`src/rtl/lut_bit_reader_pkg.sv`:
```
// lut_bit_pkg: shared types and widths for the LUT-driven bit-field reader.
//   lbr_state_t : sequencer states (IDLE, LOOKUP, RD, MRG, DONE)
//   BIT_ADDR_W  : bit address width returned by the key lookup table
//   BYTE_ADDR_W : byte address width toward data memory
//   KEY_W       : symbolic field key width
//   LEN_W       : field length width (can express illegal lengths above MAX_LEN)
//   CUR_W       : cursor width, one bit wider than a bit address so the
//                 end-of-field check and post-increment never wrap
package lut_bit_pkg;

  localparam int BIT_ADDR_W  = 8;
  localparam int BYTE_ADDR_W = 5;
  localparam int KEY_W       = 4;
  localparam int LEN_W       = 5;
  localparam int CUR_W       = BIT_ADDR_W + 1;

  typedef enum logic [2:0] {
    ST_IDLE   = 3'd0,
    ST_LOOKUP = 3'd1,
    ST_RD     = 3'd2,
    ST_MRG    = 3'd3,
    ST_DONE   = 3'd4
  } lbr_state_t;

endpackage

```
`src/rtl/lut_bit_reader_if.sv`:
```
// lut_bit_reader_if: request/response, lookup-table and data-memory signals
// of the bit-field reader.
//   master : environment side (requester, lookup table, memory, consumer)
//   slave  : the reader itself
// Parameter MAX_LEN sets the response data width.
interface lut_bit_reader_if #(
  parameter int MAX_LEN = 16
) ();

  logic                               req_valid;
  logic [lut_bit_pkg::KEY_W-1:0]      req_key;
  logic [lut_bit_pkg::LEN_W-1:0]      req_len;
  logic                               req_ready;
  logic [lut_bit_pkg::KEY_W-1:0]      lut_key;
  logic [lut_bit_pkg::BIT_ADDR_W-1:0] lut_addr;
  logic                               mem_rd;
  logic [lut_bit_pkg::BYTE_ADDR_W-1:0] mem_addr;
  logic [7:0]                         mem_rdata;
  logic                               rsp_valid;
  logic [MAX_LEN-1:0]                 rsp_data;
  logic                               rsp_err;
  logic                               rsp_ready;

  modport master (
    output req_valid, req_key, req_len, lut_addr, mem_rdata, rsp_ready,
    input  req_ready, lut_key, mem_rd, mem_addr, rsp_valid, rsp_data, rsp_err
  );

  modport slave (
    input  req_valid, req_key, req_len, lut_addr, mem_rdata, rsp_ready,
    output req_ready, lut_key, mem_rd, mem_addr, rsp_valid, rsp_data, rsp_err
  );

endinterface

```
`src/rtl/lut_bit_reader_bit_extract.sv`:
```
// bit_extract: combinational slice of an MSB-first byte.
//   byte_i   : source byte, bit address order runs MSB to LSB
//   offset_i : first bit taken, counted from the MSB (position 7-offset)
//   count_i  : number of bits taken, 0..8 (offset + count never exceeds 8)
//   bits_o   : extracted bits, right-aligned, upper bits zero
module bit_extract (
  input  logic [7:0] byte_i,
  input  logic [2:0] offset_i,
  input  logic [3:0] count_i,
  output logic [7:0] bits_o
);

  logic [7:0] aligned;

  // Left shift drops the bits ahead of the cursor; the right shift then keeps
  // the top count_i bits. A count of zero shifts everything out.
  assign aligned = byte_i << offset_i;
  assign bits_o  = aligned >> (4'd8 - count_i);

endmodule

```
`src/rtl/lut_bit_reader.sv`:
```
// lut_bit_reader: turns a field key into an MSB-first bit-field read from
// byte-wide memory, using an external key-to-bit-address lookup table.
//   clk   : system clock, rising edge
//   rst_n : asynchronous active-low reset
//   bus   : slave side of lut_bit_reader_if (request, lookup, memory, response)
// MAX_LEN must be at least 8 (one full byte merges in a single step).
//
// state  | meaning
// IDLE   | ready for a request, latches key and length
// LOOKUP | lookup table answers; load cursor/remaining, range-check request
// RD     | issue byte read at cursor[7:3]
// MRG    | merge returned bits into the accumulator, advance cursor
// DONE   | hold response until rsp_ready
module lut_bit_reader
  import lut_bit_pkg::*;
#(
  parameter int MAX_LEN = 16
) (
  input  logic             clk,
  input  logic             rst_n,
  lut_bit_reader_if.slave  bus
);

  lbr_state_t         state_q, state_d;
  logic [KEY_W-1:0]   key_q, key_d;
  logic [LEN_W-1:0]   len_q, len_d;
  logic [LEN_W-1:0]   rem_q, rem_d;
  logic [CUR_W-1:0]   cur_q, cur_d;
  logic [MAX_LEN-1:0] acc_q, acc_d;
  logic               err_q, err_d;

  logic [3:0]         avail;
  logic [3:0]         take;
  logic [7:0]         bits;
  logic [CUR_W:0]     end_addr;
  logic               bad_req;

  // Bits left in the current byte from the cursor onward (1..8).
  assign avail = 4'd8 - {1'b0, cur_q[2:0]};
  assign take  = (rem_q < {1'b0, avail}) ? rem_q[3:0] : avail;

  bit_extract u_extract (
    .byte_i   (bus.mem_rdata),
    .offset_i (cur_q[2:0]),
    .count_i  (take),
    .bits_o   (bits)
  );

  // One past the last bit; anything beyond 256 runs off the end of memory.
  assign end_addr = {2'b00, bus.lut_addr} + {{(CUR_W+1-LEN_W){1'b0}}, len_q};
  assign bad_req  = (len_q == '0) || (int'(len_q) > MAX_LEN) ||
                    (end_addr > (CUR_W+1)'(256));

  always_comb begin
    state_d = state_q;
    key_d   = key_q;
    len_d   = len_q;
    rem_d   = rem_q;
    cur_d   = cur_q;
    acc_d   = acc_q;
    err_d   = err_q;
    case (state_q)
      ST_IDLE: begin
        if (bus.req_valid) begin
          key_d   = bus.req_key;
          len_d   = bus.req_len;
          state_d = ST_LOOKUP;
        end
      end
      ST_LOOKUP: begin
        cur_d = {1'b0, bus.lut_addr};
        rem_d = len_q;
        acc_d = '0;
        if (bad_req) begin
          err_d   = 1'b1;
          state_d = ST_DONE;
        end else begin
          state_d = ST_RD;
        end
      end
      ST_RD: begin
        state_d = ST_MRG;
      end
      ST_MRG: begin
        acc_d   = (acc_q << take) | MAX_LEN'(bits);
        cur_d   = cur_q + CUR_W'(take);
        rem_d   = rem_q - LEN_W'(take);
        state_d = (rem_q == LEN_W'(take)) ? ST_DONE : ST_RD;
      end
      ST_DONE: begin
        if (bus.rsp_ready) begin
          acc_d   = '0;
          err_d   = 1'b0;
          state_d = ST_IDLE;
        end
      end
      default: begin
        state_d = ST_IDLE;
      end
    endcase
  end

  always_ff @(posedge clk or negedge rst_n) begin
    if (!rst_n) begin
      state_q <= ST_IDLE;
      key_q   <= '0;
      len_q   <= '0;
      rem_q   <= '0;
      cur_q   <= '0;
      acc_q   <= '0;
      err_q   <= 1'b0;
    end else begin
      state_q <= state_d;
      key_q   <= key_d;
      len_q   <= len_d;
      rem_q   <= rem_d;
      cur_q   <= cur_d;
      acc_q   <= acc_d;
      err_q   <= err_d;
    end
  end

  // Outputs are pure decodes of registers so reset reaches them immediately.
  assign bus.req_ready = (state_q == ST_IDLE);
  assign bus.lut_key   = key_q;
  assign bus.mem_rd    = (state_q == ST_RD);
  assign bus.mem_addr  = cur_q[7:3];
  assign bus.rsp_valid = (state_q == ST_DONE);
  assign bus.rsp_data  = acc_q;
  assign bus.rsp_err   = err_q;

endmodule

```
`src/flat_wrapper.sv`:
```
// flat-port wrapper written by rule: the top's interface ports become plain ports
module lut_bit_reader_flat import lut_bit_pkg::*;
#(
  parameter int MAX_LEN = 16
)
  (clk, rst_n, bus_req_valid, bus_req_key, bus_req_len, bus_lut_addr, bus_mem_rdata, bus_rsp_ready, bus_req_ready, bus_lut_key, bus_mem_rd, bus_mem_addr, bus_rsp_valid, bus_rsp_data, bus_rsp_err);
  lut_bit_reader_if #(.MAX_LEN(MAX_LEN)) bus_i ();
  input  logic clk;
  input  logic rst_n;
  input wire logic [$bits(bus_i.req_valid)-1:0] bus_req_valid;
  input wire logic [$bits(bus_i.req_key)-1:0] bus_req_key;
  input wire logic [$bits(bus_i.req_len)-1:0] bus_req_len;
  input wire logic [$bits(bus_i.lut_addr)-1:0] bus_lut_addr;
  input wire logic [$bits(bus_i.mem_rdata)-1:0] bus_mem_rdata;
  input wire logic [$bits(bus_i.rsp_ready)-1:0] bus_rsp_ready;
  output wire logic [$bits(bus_i.req_ready)-1:0] bus_req_ready;
  output wire logic [$bits(bus_i.lut_key)-1:0] bus_lut_key;
  output wire logic [$bits(bus_i.mem_rd)-1:0] bus_mem_rd;
  output wire logic [$bits(bus_i.mem_addr)-1:0] bus_mem_addr;
  output wire logic [$bits(bus_i.rsp_valid)-1:0] bus_rsp_valid;
  output wire logic [$bits(bus_i.rsp_data)-1:0] bus_rsp_data;
  output wire logic [$bits(bus_i.rsp_err)-1:0] bus_rsp_err;
  assign bus_i.req_valid = bus_req_valid;
  assign bus_i.req_key = bus_req_key;
  assign bus_i.req_len = bus_req_len;
  assign bus_i.lut_addr = bus_lut_addr;
  assign bus_i.mem_rdata = bus_mem_rdata;
  assign bus_i.rsp_ready = bus_rsp_ready;
  assign bus_req_ready = bus_i.req_ready;
  assign bus_lut_key = bus_i.lut_key;
  assign bus_mem_rd = bus_i.mem_rd;
  assign bus_mem_addr = bus_i.mem_addr;
  assign bus_rsp_valid = bus_i.rsp_valid;
  assign bus_rsp_data = bus_i.rsp_data;
  assign bus_rsp_err = bus_i.rsp_err;
  lut_bit_reader #(.MAX_LEN(MAX_LEN)) u_core (.clk(clk), .rst_n(rst_n), .bus(bus_i));
endmodule
```
`config.mk`:
```
export PLATFORM = sky130hd
export DESIGN_NAME = lut_bit_reader_flat
export DESIGN_NICKNAME = d
export VERILOG_FILES = /design/src/rtl/lut_bit_reader_pkg.sv /design/src/rtl/lut_bit_reader_if.sv /design/src/rtl/lut_bit_reader_bit_extract.sv /design/src/rtl/lut_bit_reader.sv /design/src/flat_wrapper.sv
export SDC_FILE = /design/constraint.sdc
export NUM_CORES = 1
export LEC_CHECK = 0
export CORE_MARGIN = 2
export CORE_UTILIZATION = 46
export DETAILED_ROUTE_END_ITERATION = 7
export PLACE_DENSITY_LB_ADDON = 0.25
export SYNTH_ARGS = -nofsm -noshare
export SYNTH_HDL_FRONTEND = slang
export SYNTH_SLANG_ARGS = --single-unit
```
`constraint.sdc`:
```
create_clock -name clk -period 4 [get_ports clk]
set_input_delay 0.8 -clock clk [delete_from_list [all_inputs] [get_ports clk]]
set_output_delay 0.8 -clock clk [all_outputs]
set_load 0.03 [all_outputs]
```
==> out/qor.yml <==
route:
  first_pass_iters: 5
  drt-vias-per-instance: 6.08
  drt_iter0_markers: 318
  vias: 3490
  finalWirelength_um: 10300
  wl_per_cell_um: 17.9
  post-route-drc-count: 0
  detail-route-antenna-nets: 0
timing:
  fin_worst_skew_ns: 0.0169
  worst_pin_slew_ns: 0.989
  max_slew_margin_pct: 34.1
  rsz0062_at_grt: "true"
  timing.final.crit_period_ns: 3.91
  drv_slew: 0
  finalSetupViolations: 0
  finalCritPeriodShare_pct: 97.8
  finalHoldViolations: 0
  max_clock_freq_mhz: 256
worst_setup_path:
  timing.rr.start: "u_core.cur_q[0]$_DFFE_PN0P_"
  start_kind: "flip-flop"
  worst_ep_required_time_ns: 4.14
  crit_type: "reg -> reg"
  timing.rr.end: "u_core.bus.rsp_data[12]$_DFFE_PN0P_"
  max_stage_delay_ns: 0.52
  reg2regPathDepth: 13
  cp.arrival_ns: 4.05
  path_cells: "buf_4, nor3_1, inv_1, ha_1, and2_1, a221o_1, o32ai_1, or3_1, buf_4, mux2i_1, nor3_1, a311oi_1, o221ai_1"
  critPathTopFamily: "compound AO/OA/AOI/OAI gates"
  end_kind: "flip-flop"
  r2r_slack_ns: 0.09
  slowest_stage: "a311oi_1"
  crit_buf_inv: 3
  cp_max_fo: 15
synthesis:
  synthMuxAreaShare_pct: 16.4
  avgSynthCellArea_um2: 8.82
  ys_seq_elements: 42
  syn_nets: 470
  synthXorXnorAreaFrac_pct: 2.76
  synthAdderAreaFrac_pct: 7.34
  ys_types: 59
  synth-seq-area-share_pct: 28.3
  ys_async_sr_fraction_pct: 100
  netlist_instances: 421
  synth_edf_count: 0
  ys.warnings.count: 0
  synth_top_family_by_area: "compound AO/OA/AOI/OAI gates"
  synth-compound-area-share_pct: 22.7
  synth-simple-area-share_pct: 17.0
  synth_ff_type: "dfrtp_1"
  synth_area_um2: 3710
clocking:
  ctsHoldBuffers: 0
  clockRootBuffer: "clkbuf_8"
  cts-htree-levels: 2
  clk_path_buf_depth: 2
  cts_tree: "built"
  clkTransAtPathRegs_ns: 0.09
  worstSkewPairLatency_ns: 0.30
  numCtsBuffers: 5
  post_cts_buffers: 0
  cts_resized: 0
  clock_sink_count: 42
final_layout:
  area_growth_pct: 19.8
  final_cell_mix: "clkdlybuf4s50_1, nand2_1, mux2i_1"
  final_common_cell: "clkdlybuf4s50_1"
  antenna_cells: 0
  nNetsFinal: 520
  drive_gt1_share_pct: 10.8
  stdcell_area_um2: 4450
flow_run:
  maxCapViolations: 0
floorplanning:
  num_rows: 32
  start_util_pct: 47.8
  die_w_um: 93.9
  io_pins: 58
  dieArea_um2: 8810
  core_um2: 7770
  fp.dieH_um: 93.9
global_route:
  track_usage_pct: 24.5
  grt_pass1_vias: 3447
  grt_antenna_before_repair: 0
  grt_max_degree: 43
  grt_pass1_wl_um: 17100
  gr-total-overflow: 0
placement:
  dp_hpwl_um: 7680
  place.gp.congestion: 0.962
  port_buffers: 57
  place_area_um2: 4340
hold_path:
  min_path_type: "reg -> reg"
  min_from: "u_core.bus.lut_key[1]$_DFFE_PN0P_"
  min_path_cells: 1
  worstHoldEndpoint: "u_core.bus.lut_key[1]$_DFFE_PN0P_"
status:
  status: "completed"
[how the worst max path moves through the flow]
stage / depth (start not counted) / endpoint / start / slack, ns
after CTS: 16 / u_core.cur_q[6]$_DFFE_PN0P_ / u_core.cur_q[0]$_DFFE_PN0P_ / 0.17
after floorplan: 19 / u_core.rem_q[4]$_DFFE_PN0P_ / u_core.cur_q[0]$_DFFE_PN0P_ / 0.23
after detailed placement: 16 / u_core.cur_q[6]$_DFFE_PN0P_ / u_core.cur_q[0]$_DFFE_PN0P_ / 0.17
after global routing: 16 / u_core.bus.rsp_data[0]$_DFFE_PN0P_ / u_core.cur_q[0]$_DFFE_PN0P_ / -0.05
final: 13 / u_core.bus.rsp_data[12]$_DFFE_PN0P_ / u_core.cur_q[0]$_DFFE_PN0P_ / 0.09
after global placement: 15 / u_core.cur_q[6]$_DFFE_PN0P_ / u_core.cur_q[0]$_DFFE_PN0P_ / 0.31
[kinds of logic (layout without fill, tap and decap cells)]
logic type	count (synthesis)	in the layout
and+or+nand+nor	127	127
AOI/OAI and AO/OA	124	124
muxes	59	59
DFF	42	42
buffers and inverters	39	90
adders and majority gates	20	20
xor gates and xnor gates	10	10
[synthesized netlist by cell type (all sizes together), types with 2 or more instances]
cell type / instances / area share [%]
xor2: 3 / 0.91
nor2: 20 / 2.0
a21o: 5 / 1.0
or3: 3 / 0.51
and2: 4 / 0.67
a211oi: 4 / 0.81
clkbuf: 13 / 1.3
a32oi: 6 / 1.4
fa: 3 / 1.6
nor2b: 5 / 0.84
o31ai: 5 / 1.0
buf: 13 / 2.8
inv: 13 / 1.3
mux2: 14 / 4.2
o211a: 2 / 0.54
nand3: 11 / 1.5
o211ai: 4 / 0.81
nand2: 47 / 5.2
mux2i: 45 / 12
o22ai: 8 / 1.3
nand2b: 6 / 1.1
o21ai: 35 / 4.9
o22a: 2 / 0.47
o21a: 4 / 0.81
a31o: 2 / 0.47
dfrtp: 42 / 28
ha: 17 / 5.7
a311oi: 2 / 0.47
a21oi: 28 / 4.4
nor3: 16 / 2.6
nor3b: 3 / 0.61
o221ai: 9 / 2.3
nand4: 2 / 0.34
xnor2: 7 / 1.9
and3: 3 / 0.51
nor4: 5 / 0.84
[per-layer routing]
layer  share of wire [%]  wire length [um]  vias to the layer above  track usage [%]
met3                 5.8               594                       15             4.65
met2                  47              4810                      115             39.8
met5                   0                 0                        -                0
met1                  46              4750                     1688             33.9
met4                 1.4               139                        0             5.56
li1                    -                 -                     1672                -
[stage by stage]
step / util, % / cells / hold slack [ns] / setup slack, ns / TNS (ns)
2_1_floorplan: - / 421 / 0.479 / 0.231 / 0
5_1_grt: 57.3 / 574 / 0.538 / -0.0494 / -0.135
3_3_place_gp: 55.9 / 566 / 0.479 / 0.307 / 0
6_report: 57.3 / 574 / 0.512 / 0.0879 / 0
4_1_cts: 57.0 / 574 / 0.519 / 0.167 / 0
3_5_place_dp: 55.9 / 566 / 0.476 / 0.173 / 0
[registers in the layout, summed over array words and instances (netlist names)]
register and cells:
u_core.cur_q 8, u_core.len_q 5, u_core.bus.rsp_err 1, u_core.bus.lut_key 4
u_core.state_q 3, u_core.bus.rsp_data 16, u_core.rem_q 5
[area by class of cell]
| cell class | count | area (um^2) |
|---|---|---|
| Clock buffer | 6 | 72.6 |
| Fill cell | 701 | 3320 |
| Multi-Input combinational cell | 340 | 2480 |
| Tap cell | 102 | 128 |
| Clock inverter | 2 | 13.8 |
| Timing Repair Buffer | 69 | 656 |
| Inverter | 13 | 48.8 |
| Sequential cell | 42 | 1050 |
Power is not shown: default switching activity piles up to over one toggle a cycle in this logic, so the estimate is an artifact.
